--- src/rtl/game_pkg.sv ---
// Shared GameControl geometry: sprite half-extents, map limits and bullet speeds.
package game_pkg;

  localparam int BULLET_X       = 4;
  localparam int BULLET_Y       = 2;
  localparam int BULLET_STEP_X  = 4;
  localparam int BULLET_STEP_Y  = 1;
  localparam int PLAYER_X       = 16;
  localparam int PLAYER_Y       = 32;
  localparam int SQUAT_PLAYER_Y = 16;
  localparam int MAP_X          = 320;
  localparam int MAP_Y          = 240;

  localparam int unsigned X_W    = 11;
  localparam int unsigned Y_W    = 10;
  localparam int unsigned WIDE_W = 14;

  // Headroom width for all position comparisons so no sum or difference overflows.
  typedef logic signed [WIDE_W-1:0] wide_t;

  function automatic wide_t wide_x(input logic [X_W-1:0] v);
    return {{(WIDE_W-X_W){v[X_W-1]}}, v};
  endfunction

  function automatic wide_t wide_y(input logic [Y_W-1:0] v);
    return {{(WIDE_W-Y_W){v[Y_W-1]}}, v};
  endfunction

endpackage

--- src/rtl/enemy_bullet_slot.sv ---
// One enemy bullet: position registers, per-tick motion, player hit test and retire.
// BULLET_AIM_EN adds a latched vertical direction and vertical motion/retire.
module enemy_bullet_slot
  import game_pkg::*;
#(
  parameter int STEP_X = BULLET_STEP_X
) (
  input  logic        clk,
  input  logic        rst,
  input  logic        tick,
  input  logic        load,
  input  logic [10:0] load_x,
  input  logic [9:0]  load_y,
`ifdef BULLET_AIM_EN
  input  logic [1:0]  load_dir,
`endif
  input  logic [10:0] x_player,
  input  logic [9:0]  y_player,
  input  logic        is_q,
  output logic [10:0] x,
  output logic [9:0]  y,
  output logic        alive,
  output logic        hit_c
);

  localparam wide_t BX     = wide_t'(BULLET_X);
  localparam wide_t BY     = wide_t'(BULLET_Y);
  localparam wide_t PX     = wide_t'(PLAYER_X);
  localparam wide_t PY     = wide_t'(PLAYER_Y);
  localparam wide_t SQ     = wide_t'(SQUAT_PLAYER_Y);
  localparam wide_t X_LIM  = wide_t'(BULLET_X - MAP_X);
`ifdef BULLET_AIM_EN
  localparam wide_t SY     = wide_t'(BULLET_STEP_Y);
  localparam wide_t Y_LIM  = wide_t'(MAP_Y - BULLET_Y);
  localparam wide_t Y_NLIM = wide_t'(BULLET_Y - MAP_Y);

  logic [1:0] dir;
`endif

  logic signed [11:0] xn12;
  wide_t xn_w, yn_w, xp_w, yp_w, h_w;
  logic  hit_x, hit_y, retire;

  // Candidate next position, box overlap against the player, and off-map retire.
  always_comb begin
    xn12 = {x[10], x} - 12'(STEP_X);
    xn_w = {{(WIDE_W-12){xn12[11]}}, xn12};
    yn_w = wide_y(y);
`ifdef BULLET_AIM_EN
    case (dir)
      2'b01:   yn_w = yn_w + SY;
      2'b11:   yn_w = yn_w - SY;
      default: yn_w = yn_w;
    endcase
`endif
    xp_w   = wide_x(x_player);
    yp_w   = wide_y(y_player);
    h_w    = is_q ? SQ : PY;
    hit_x  = (xn_w - BX < xp_w + PX) && (xn_w + BX > xp_w - PX);
    hit_y  = !((yn_w - BY > yp_w + h_w) || (yn_w + BY < yp_w - h_w));
    retire = (xn_w < X_LIM);
`ifdef BULLET_AIM_EN
    retire = retire || (yn_w > Y_LIM) || (yn_w < Y_NLIM);
`endif
    hit_c  = tick && alive && hit_x && hit_y;
  end

  // Slot state: spawn load, advance, or clear on hit/retire; holds between ticks.
  always_ff @(posedge clk or posedge rst) begin
    if (rst) begin
      alive <= 1'b0;
      x     <= '0;
      y     <= '0;
`ifdef BULLET_AIM_EN
      dir   <= '0;
`endif
    end else if (load) begin
      alive <= 1'b1;
      x     <= load_x;
      y     <= load_y;
`ifdef BULLET_AIM_EN
      dir   <= load_dir;
`endif
    end else if (tick && alive) begin
      if (hit_c || retire) begin
        alive <= 1'b0;
        x     <= '0;
        y     <= '0;
      end else begin
        x <= xn12[10:0];
        y <= yn_w[9:0];
      end
    end
  end

endmodule

--- src/rtl/enemy_bullet_pool.sv ---
// Multi-slot enemy projectile engine: cooldown-gated spawning into the lowest
// free slot, per-tick motion and player collision. BULLET_AIM_EN enables
// vertically aimed bullets.
module enemy_bullet_pool
  import game_pkg::*;
#(
  parameter int N_SLOTS  = 4,
  parameter int COOLDOWN = 16,
  parameter int STEP_X   = BULLET_STEP_X
) (
  input  logic                                clk,
  input  logic                                rst,
  input  logic                                tick,
  input  logic                                attack,
  input  logic                                defend,
  input  logic [10:0]                         xEnemy,
  input  logic [9:0]                          yEnemy,
  input  logic [10:0]                         xPlayer,
  input  logic [9:0]                          yPlayer,
  input  logic                                isQ,
  output logic [N_SLOTS*11-1:0]               x,
  output logic [N_SLOTS*10-1:0]               y,
  output logic [N_SLOTS-1:0]                  alive,
  output logic                                hit,
  output logic [$clog2(N_SLOTS+1)-1:0]        hitCount,
  output logic                                drop
);

  localparam int unsigned CNT_W = $clog2(N_SLOTS + 1);
  localparam int unsigned CD_W  = 16;

  logic [CD_W-1:0]    cd;
  logic               fire;
  logic               any_free;
  logic [N_SLOTS-1:0] load_vec;
  logic [N_SLOTS-1:0] hit_vec;
  logic [CNT_W-1:0]   hit_cnt;
  logic [10:0]        spawn_x;
`ifdef BULLET_AIM_EN
  logic [10:0]        dy;
  logic [1:0]         spawn_dir;

  // Aim direction is the sign of the player's vertical offset at spawn.
  always_comb begin
    dy        = {yPlayer[9], yPlayer} - {yEnemy[9], yEnemy};
    spawn_dir = (dy == '0) ? 2'b00 : (dy[10] ? 2'b11 : 2'b01);
  end
`endif

  assign spawn_x = xEnemy - 11'(PLAYER_X + BULLET_X);
  assign fire    = tick && attack && !defend && (cd == '0);

  // Lowest-index free slot, judged from occupancy before this tick.
  always_comb begin
    any_free = 1'b0;
    load_vec = '0;
    for (int i = 0; i < N_SLOTS; i++) begin
      if (!alive[i] && !any_free) begin
        load_vec[i] = fire;
        any_free    = 1'b1;
      end
    end
  end

  // Number of slots reporting a hit this cycle.
  always_comb begin
    hit_cnt = '0;
    for (int i = 0; i < N_SLOTS; i++) begin
      hit_cnt = hit_cnt + CNT_W'(hit_vec[i]);
    end
  end

  genvar g;
  generate
    for (g = 0; g < N_SLOTS; g++) begin : g_slot
      enemy_bullet_slot #(.STEP_X(STEP_X)) u_slot (
        .clk      (clk),
        .rst      (rst),
        .tick     (tick),
        .load     (load_vec[g]),
        .load_x   (spawn_x),
        .load_y   (yEnemy),
`ifdef BULLET_AIM_EN
        .load_dir (spawn_dir),
`endif
        .x_player (xPlayer),
        .y_player (yPlayer),
        .is_q     (isQ),
        .x        (x[g*11 +: 11]),
        .y        (y[g*10 +: 10]),
        .alive    (alive[g]),
        .hit_c    (hit_vec[g])
      );
    end
  endgenerate

  // Fire-rate cooldown: reload on an accepted shot, count down on other ticks.
  always_ff @(posedge clk or posedge rst) begin
    if (rst) begin
      cd <= '0;
    end else if (tick) begin
      if (fire && any_free) begin
        cd <= CD_W'(COOLDOWN);
      end else if (cd != '0) begin
        cd <= cd - CD_W'(1);
      end
    end
  end

  // Registered one-cycle event pulses toward health/score logic.
  always_ff @(posedge clk or posedge rst) begin
    if (rst) begin
      hit      <= 1'b0;
      hitCount <= '0;
      drop     <= 1'b0;
    end else begin
      hit      <= tick && (hit_vec != '0);
      hitCount <= tick ? hit_cnt : '0;
      drop     <= fire && !any_free;
    end
  end

endmodule

--- config.mk ---
export PLATFORM = sky130hd
export DESIGN_NAME = enemy_bullet_pool
export DESIGN_NICKNAME = d
export VERILOG_FILES = /design/src/rtl/game_pkg.sv /design/src/rtl/enemy_bullet_slot.sv /design/src/rtl/enemy_bullet_pool.sv
export SDC_FILE = /design/constraint.sdc
export NUM_CORES = 1
export LEC_CHECK = 0
export ABC_AREA = 1
export CORE_MARGIN = 4
export CORE_UTILIZATION = 37
export CTS_CLUSTER_DIAMETER = 150
export DETAILED_ROUTE_END_ITERATION = 12
export PLACE_DENSITY = 0.61
export SLEW_MARGIN = 20
export SYNTH_ARGS = -nofsm -noshare
export SYNTH_HDL_FRONTEND = slang
export SYNTH_HIERARCHICAL = 1
export SYNTH_SLANG_ARGS = --single-unit
--- constraint.sdc ---
create_clock -name clk -period 4.02 [get_ports clk]
set_input_delay 0.603 -clock clk [delete_from_list [all_inputs] [get_ports clk]]
set_output_delay 0.603 -clock clk [all_outputs]
set_load 0.02 [all_outputs]
==> flow_summary.yaml, run 1 <==
drt:
  drtIter0Drc: 994
  wirelength_um: 51100
  vias_per_cell: 4.91
  drc: 0
  wl_per_cell_um: 15.8
  antenna_left: 0
  route.vias.total: 15900
  firstDrtPassIters: 7
sta:
  tns_ns: 0
  finalHoldViolCount: 0
  finalCritPeriodShare_pct: 98.7
  clock_skew_ns: 0.0105
  rsz0062_at_grt: "yes"
  setup_viol: 0
  tightest_slew_ns: 1.02
  fmax_ghz: 0.252
  fin_crit_ns: 3.97
  slew_headroom_pct: 31.8
  drv_slew: 0
layout:
  areaGrowthSynthToFinish_pct: 34.2
  diodes: 0
  n_fill_cell: 4017
  regArea_um2: 2730
  layout-drive-gt1-share_pct: 22.9
  finalNonFillerCells: 3239
  multi_input_area_um2: 11900
  design.final.nets: 2981
pwr:
  ir_worst_vdd_v: 0.000285
  power_density_nw_per_um2: 231
  p_leak_nw: 10.6
placed_design:
  place.gp.congestion: 0.930
  dp_cells: 3205
  dpl.hpwl_um: 41000
  io_buffers: 140
floorplanning:
  die_h_um: 212
  core-area_um2: 41000
  start_util_pct: 37.6
  fp.dieArea_um2: 45000
  die_x_um: 212
  rows: 74
  io_pins: 141
global_route:
  grt_max_degree: 25
  antenna_found_initial: 0
  track_usage_pct: 22.1
  overflow: 0
  grt_pass1_wl_um: 79900
  grt_pass1_vias: 15400
run:
  maxCapViolCount: 0
logic_synthesis:
  async_flop_share_pct: 100
  syn_inst: 2295
  synth_ff_type: "dfrtp_1"
  synth_edf_count: 0
  synth_area_um2: 15400
  synth_warnings: 6
  ys_seq_area_share_pct: 17.7
  syn-num-nets: 2574
  syn_avg_cell_area_um2: 6.72
  synth_seq_cells: 109
  yosysUniqueCellTypes: 40
worst_hold_path:
  hold_class: "reg2reg"
  min_to: "g_slot[1].u_slot/y[0]"
  whs_path_depth: 2
  worstHoldStart: "g_slot[1].u_slot/y[0]"
cts:
  clock_path_buffers: 2
  cts_root_buffer: "clkbuf_16"
  clock_sinks: 109
  cts_htree_levels: 3
  clkSlewWorstSetupHoldPaths_ns: 0.09
  cts_tree: "yes"
  clkLatencyLatePin_ns: 0.38
  cts-buffers-inserted: 9
critical_path:
  crit_arrival_ns: 4.25
  reg2reg_to: "hitCount[1]"
  cp_max_fo: 4
  r2r-start: "g_slot[0].u_slot/x[3]"
  critical_path_class: "reg2reg"
  end_kind: "register"
  r2r_slack_ns: 0.05
  startpoint_type: "register"
  r2r_cells: 25
  cp.required_ns: 4.30
run_status:
  status: "finished, final reports clean"
==> layer usage <==
layer / vias to the layer above / share of wire (%) / global-route usage (%)
met5: - / 0 / 0
met2: 367 / 49 / 38.6
met1: 7453 / 44 / 28.8
met3: 73 / 4.6 / 1.86
met4: 0 / 3.2 / 7.44
li1: 8013 / - / -
==> final cells by class <==
type	count	area share, %
clock buffer	9	1.09
clock inverter	7	0.465
inverter	380	6.94
multi-input combinational	1779	57.4
sequential	109	13.2
tap	532	3.21
timing repair buffer	423	17.7
==> synth_stat cells (4+ instances only) <==
library cell,number,area (um^2)
nor2_2,17,106
nand2_4,39,439
nand3_1,146,731
fa_1,9,180
o21bai_1,41,308
nor3b_1,9,67.6
xnor2_1,30,263
inv_2,18,67.6
o21ai_0,65,325
nor3_1,40,200
xor2_1,136,1190
a31oi_1,4,25.0
inv_1,362,1360
a21oi_1,70,350
clkbuf_1,20,75.1
and2_1,4,25.0
nand2_2,56,350
xor2_4,4,110
nand4_1,25,156
a21o_1,5,37.5
nand2_1,638,2390
ha_1,222,2780
nor2_1,188,706
nor2_4,7,78.8
dfrtp_1,109,2730
==> cell families after synthesis <==
logic type | share of synthesized area (%)
compound gates | 7.19
flops | 17.7
buf+inv | 10.3
simple gates | 35.2
fa+ha+maj | 19.2
xor+xnor | 10.5
==> power breakdown <==
group	switching, mW	internal (mW)
Clock	0.548	0.459
Sequential	0.110	1.19
Combinational	1.42	1.05
Total	2.08	2.70
==> registers in the layout, indices dropped and copies added (netlist names) <==
name	flops
cd	16
g_slot.u_slot/alive	4
drop	1
g_slot.u_slot/y	40
hitCount	3
g_slot.u_slot/x	44
hit	1
==> critical path: stages, from the launching register on <==
cell and delay [ns]:
dfrtp_2 0.42, inv_2 0.08, ha_4 0.17, nand4_1 0.16
xor2_2 0.25, nand2_2 0.11, nor2_4 0.13, nand2_2 0.09
xor2_2 0.19, ha_1 0.30, nand2_1 0.07, nor2_2 0.14
nand2_2 0.08, nor2_2 0.13, nand2_1 0.09, nand2_1 0.07
nand2_1 0.05, nand2_2 0.10, nor2_4 0.06, nand3_4 0.09
inv_4 0.04, fa_1 0.54, ha_2 0.20, ha_4 0.20
nand2_2 0.04, inv_1 0.03
==> layout by cell type (no fill, tap or decap), drive strengths merged <==
master and n:
nand4 26, fa 9, and2 4, nor4 3, a21o 5, nor2 215
o21ai 65, o211ai 1, nand2 733, o31ai 3, xor2 143, nor3b 9
a21boi 1, clkdlybuf4s50 138, clkinv 4, nand3b 2, a31oi 4, o21bai 41
nand3 150, ha 222, xnor2 30, dfrtp 109, inv 383, dlymetal6s2s 2
a21oi 73, clkbuf 9, nor3 40, buf 283
==> what timing repair did <==
action / in CTS / in global routing
gates resized for setup: 43 / 171
pin swaps: 12 / 99
hold buffers: 0 / 0
setup endpoints to repair: 3 / 26
buffers inserted: 5 / 15
==> metrics by stage <==
stage,cell area (um^2),power [mW],util [%],hold WS (ns),setup slack (ns)
2_1_floorplan,15500,2.63,-,0.499,0.0100
3_3_place_gp,19500,3.51,47.5,0.486,-0.522
3_5_place_dp,19500,3.57,47.5,0.491,-0.674
4_1_cts,20000,4.63,48.7,0.513,0.000585
5_1_grt,20700,5.14,50.5,0.568,-0.156
6_report,20700,4.78,50.5,0.511,0.0526
==> worst max-delay path by stage <==
| stage | to | cells after the start | startpoint | slack, ns |
|---|---|---|---|---|
| floorplan | hitCount[1] | 24 | g_slot[0].u_slot/x[2] | 0.01 |
| global placement | hitCount[1] | 23 | isQ | -0.52 |
| detailed placement | hitCount[1] | 22 | yPlayer[4] | -0.67 |
| CTS | hitCount[1] | 26 | g_slot[0].u_slot/x[3] | 0.0006 |
| global route | hitCount[1] | 25 | g_slot[0].u_slot/x[2] | -0.16 |
| finish | hitCount[1] | 25 | g_slot[0].u_slot/x[3] | 0.05 |
No activity file was read; power rests on OpenSTA's default activity.
==> inputs of run 2 (changes only) <==
Settings changed: ABC_AREA 1 to default, PLACE_DENSITY 0.61 to 0.62.
==> flow_summary.yaml, run 2 <==
pwr:
  power_density_nw_per_um2: 213
  p_leak_nw: 9.60
  ir_worst_vdd_v: 0.000260
cts:
  cts_root_buffer: "clkbuf_16"
  clock_sinks: 109
  clock_path_buffers: 2
  cts-buffers-inserted: 9
  clkSlewWorstSetupHoldPaths_ns: 0.09
  cts_tree: "yes"
  cts_htree_levels: 3
  holdBufCountCts: 0
  clkLatencyLatePin_ns: 0.39
logic_synthesis:
  synth_warnings: 6
  synth_area_leaders: "ha_1, dfrtp_1, xnor2_1"
  synth.most_common_cell: "ha_1"
  synth_edf_count: 0
  synth_seq_cells: 109
  yosysTopAreaCell: "ha_1"
  syn_inst: 1724
  yosys.area.top_type_share_pct: 19.5
  syn-num-nets: 2003
  synth_ff_type: "dfrtp_1"
  synthTopCellsByCount: "ha_1, nor2_1, nand2_1, xnor2_1, inv_1"
  ys_seq_area_share_pct: 19.2
  async_flop_share_pct: 100
  syn_avg_cell_area_um2: 8.25
  synth_area_um2: 14200
  yosysUniqueCellTypes: 64
sta:
  clock_skew_ns: 0.0161
  worst_slack_ns: -0.507
  fmax_ghz: 0.221
  finalCritPeriodShare_pct: 113
  setup_viol: 73
  tightest_slew_ns: 1.02
  drv_slew: 0
  hold_slack_ns: 0.504
  finalHoldViolCount: 0
  slew_headroom_pct: 31.4
  rsz0062_at_grt: "yes"
  fin_crit_ns: 4.53
placed_design:
  io_buffers: 140
  dp_cells: 2684
  place.gp.congestion: 0.934
  dpl.hpwl_um: 40400
critical_path:
  cp_max_fo: 4
  critical_path_class: "reg2reg"
  reg2reg_to: "hitCount[1]"
  end_kind: "register"
  startpoint_type: "register"
  r2r_slack_ns: -0.51
  crit_chain: "or3_4 -> or4_4 -> buf_6 -> xnor2_4 -> buf_6 -> xnor2_2 -> ha_1 -> and4_4 -> nand3_4 -> buf_6 -> buf_6 -> nor2_4 -> nor3_4 -> mux2i_1 -> buf_4 -> nor3_4 -> fa_1 -> ha_2 -> ha_4 -> and2_4"
  path_depth: 20
  r2r-start: "g_slot[0].u_slot/x[4]"
  crit_family: "simple AND/OR/NAND/NOR gates"
  cp.buffers_inverters: 5
  r2r_cells: 20
  cp.required_ns: 4.31
  cp_common_cell: "buf_6"
  worst_path_largest_cell_delay_ns: 0.49
  crit_arrival_ns: 4.82
  cp_slowest_cell: "or4_4"
drt:
  vias_per_cell: 5.36
  wl_per_cell_um: 18.9
  drc: 0
  route.vias.total: 14700
  firstDrtPassIters: 5
  drtIter0Drc: 934
  antenna_left: 0
  wirelength_um: 51900
layout:
  layout_commonest_cell: "buf_4"
  largest-register: "g_slot.u_slot/x"
  layout-drive-gt1-share_pct: 29.8
  biggestRegsByFlops: "g_slot.u_slot/x (44), g_slot.u_slot/y (40), cd (16)"
  largest_reg_flops: 44
  final_cell_mix: "buf_4, ha_1, clkdlybuf4s50_1, nand2_1, nor2_1"
  design.final.nets: 2507
  finalNonFillerCells: 2746
  areaGrowthSynthToFinish_pct: 47.7
global_route:
  use_met3_pct: 3.33
  busiest_layer: "met2"
  antenna_found_initial: 3
  grt_max_degree: 36
  grt_util_met1_pct: 31.8
  track_usage_pct: 23.9
  grt_pass1_wl_um: 79200
  grt_pass1_vias: 14600
  overflow: 0
  met2_usage_pct: 39.4
run_status:
  status: "finished, violations left"
  violations: "negative setup slack"
worst_hold_path:
  min_to: "g_slot[3].u_slot/x[2]"
  hold_class: "reg2reg"
  whs_path_depth: 1
  worstHoldStart: "g_slot[3].u_slot/x[2]"
floorplanning:
  rows: 71
  fp.dieArea_um2: 41700
  io_pins: 141
  core-area_um2: 37800
  die_x_um: 204
  start_util_pct: 37.6
  die_h_um: 204
run:
  maxCapViolCount: 0
## run 2: changes by cell type after synthesis, sizes merged, moves of 21 or more
cell,delta
a21o,+37
and4,+24
xnor2,+99
nor3,+21
nand3,-64
nor2,-43
nand2,-602
inv,-268
nand2b,+22
mux2i,+60
o21bai,-37
xor2,-37
clkbuf,+32
## run 2: how the worst max path moves through the flow
stage	slack (ns)	from	to
6_report	-0.51	g_slot[0].u_slot/x[4]	hitCount[1]
5_1_grt	-0.68	g_slot[0].u_slot/x[4]	hitCount[1]
4_1_cts	-0.53	g_slot[1].u_slot/x[3]	hitCount[1]
3_5_place_dp	-1.26	yPlayer[4]	hitCount[1]
3_3_place_gp	-1.04	yPlayer[4]	hitCount[1]
2_1_floorplan	-0.26	g_slot[3].u_slot/x[4]	hitCount[1]
## run 2: report_power, final
part / internal, mW / leakage [nW] / switching [mW]
Sequential: 1.19 / 1.43 / 0.124
Combinational: 1.08 / 8.04 / 1.16
Clock: 0.424 / 0.130 / 0.489
## run 2: logic make-up (layout without fill, tap and decap cells)
group,count (synthesis),in the layout,synth area share [%]
AO/OA/AOI/OAI,273,273,13.4
flip-flops,109,109,19.2
XOR/XNOR,235,235,14.5
multiplexers,64,64,4.54
other,0,2,0
buffers and inverters,176,685,4.74
adder cells (fa/ha/maj),231,231,20.8
AND/OR/NAND/NOR,636,636,22.9
## run 2: final cells by class
type | count | area, um^2
Fill cell | 3472 | 16800
Multi-Input combinational cell | 1439 | 12100
Timing Repair Buffer | 557 | 4790
Sequential cell | 109 | 2740
Tap cell | 511 | 639
Inverter | 112 | 423
Clock buffer | 11 | 233
Clock inverter | 5 | 35.0
Antenna cell | 2 | 5.00
## run 2: timing repair
| action | in CTS | in global routing |
|---|---|---|
| endpoints found under the setup margin | 92 | 91 |
| pin swaps | 48 | 83 |
| hold endpoints to repair | 0 | 0 |
| setup buffers | 23 | 28 |
| resized for setup | 118 | 182 |
| gates cloned | 2 | 3 |
## run 2: per-stage QoR
| step | setup TNS, ns | utilization, % | total power, mW | setup WS (ns) | area, um^2 |
|---|---|---|---|---|---|
| after detailed placement | -64.13 | 50.5 | 3.38 | -1.26 | 19100 |
| after global placement | -47.73 | 50.5 | 3.33 | -1.04 | 19100 |
| final | -15.36 | 55.5 | 4.47 | -0.507 | 21000 |
| after global routing | -29.11 | 55.5 | 4.77 | -0.676 | 21000 |
| after floorplan | -0.541 | - | 2.43 | -0.262 | 14400 |
| after CTS | -9.93 | 52.9 | 4.40 | -0.534 | 20000 |
## run 2: per-layer routing
metal  wire, um  vias up
met1      22700     7112
met4       1950        2
met2      24500      392
met3       2730      100
met5         13        -
li1           -     7101
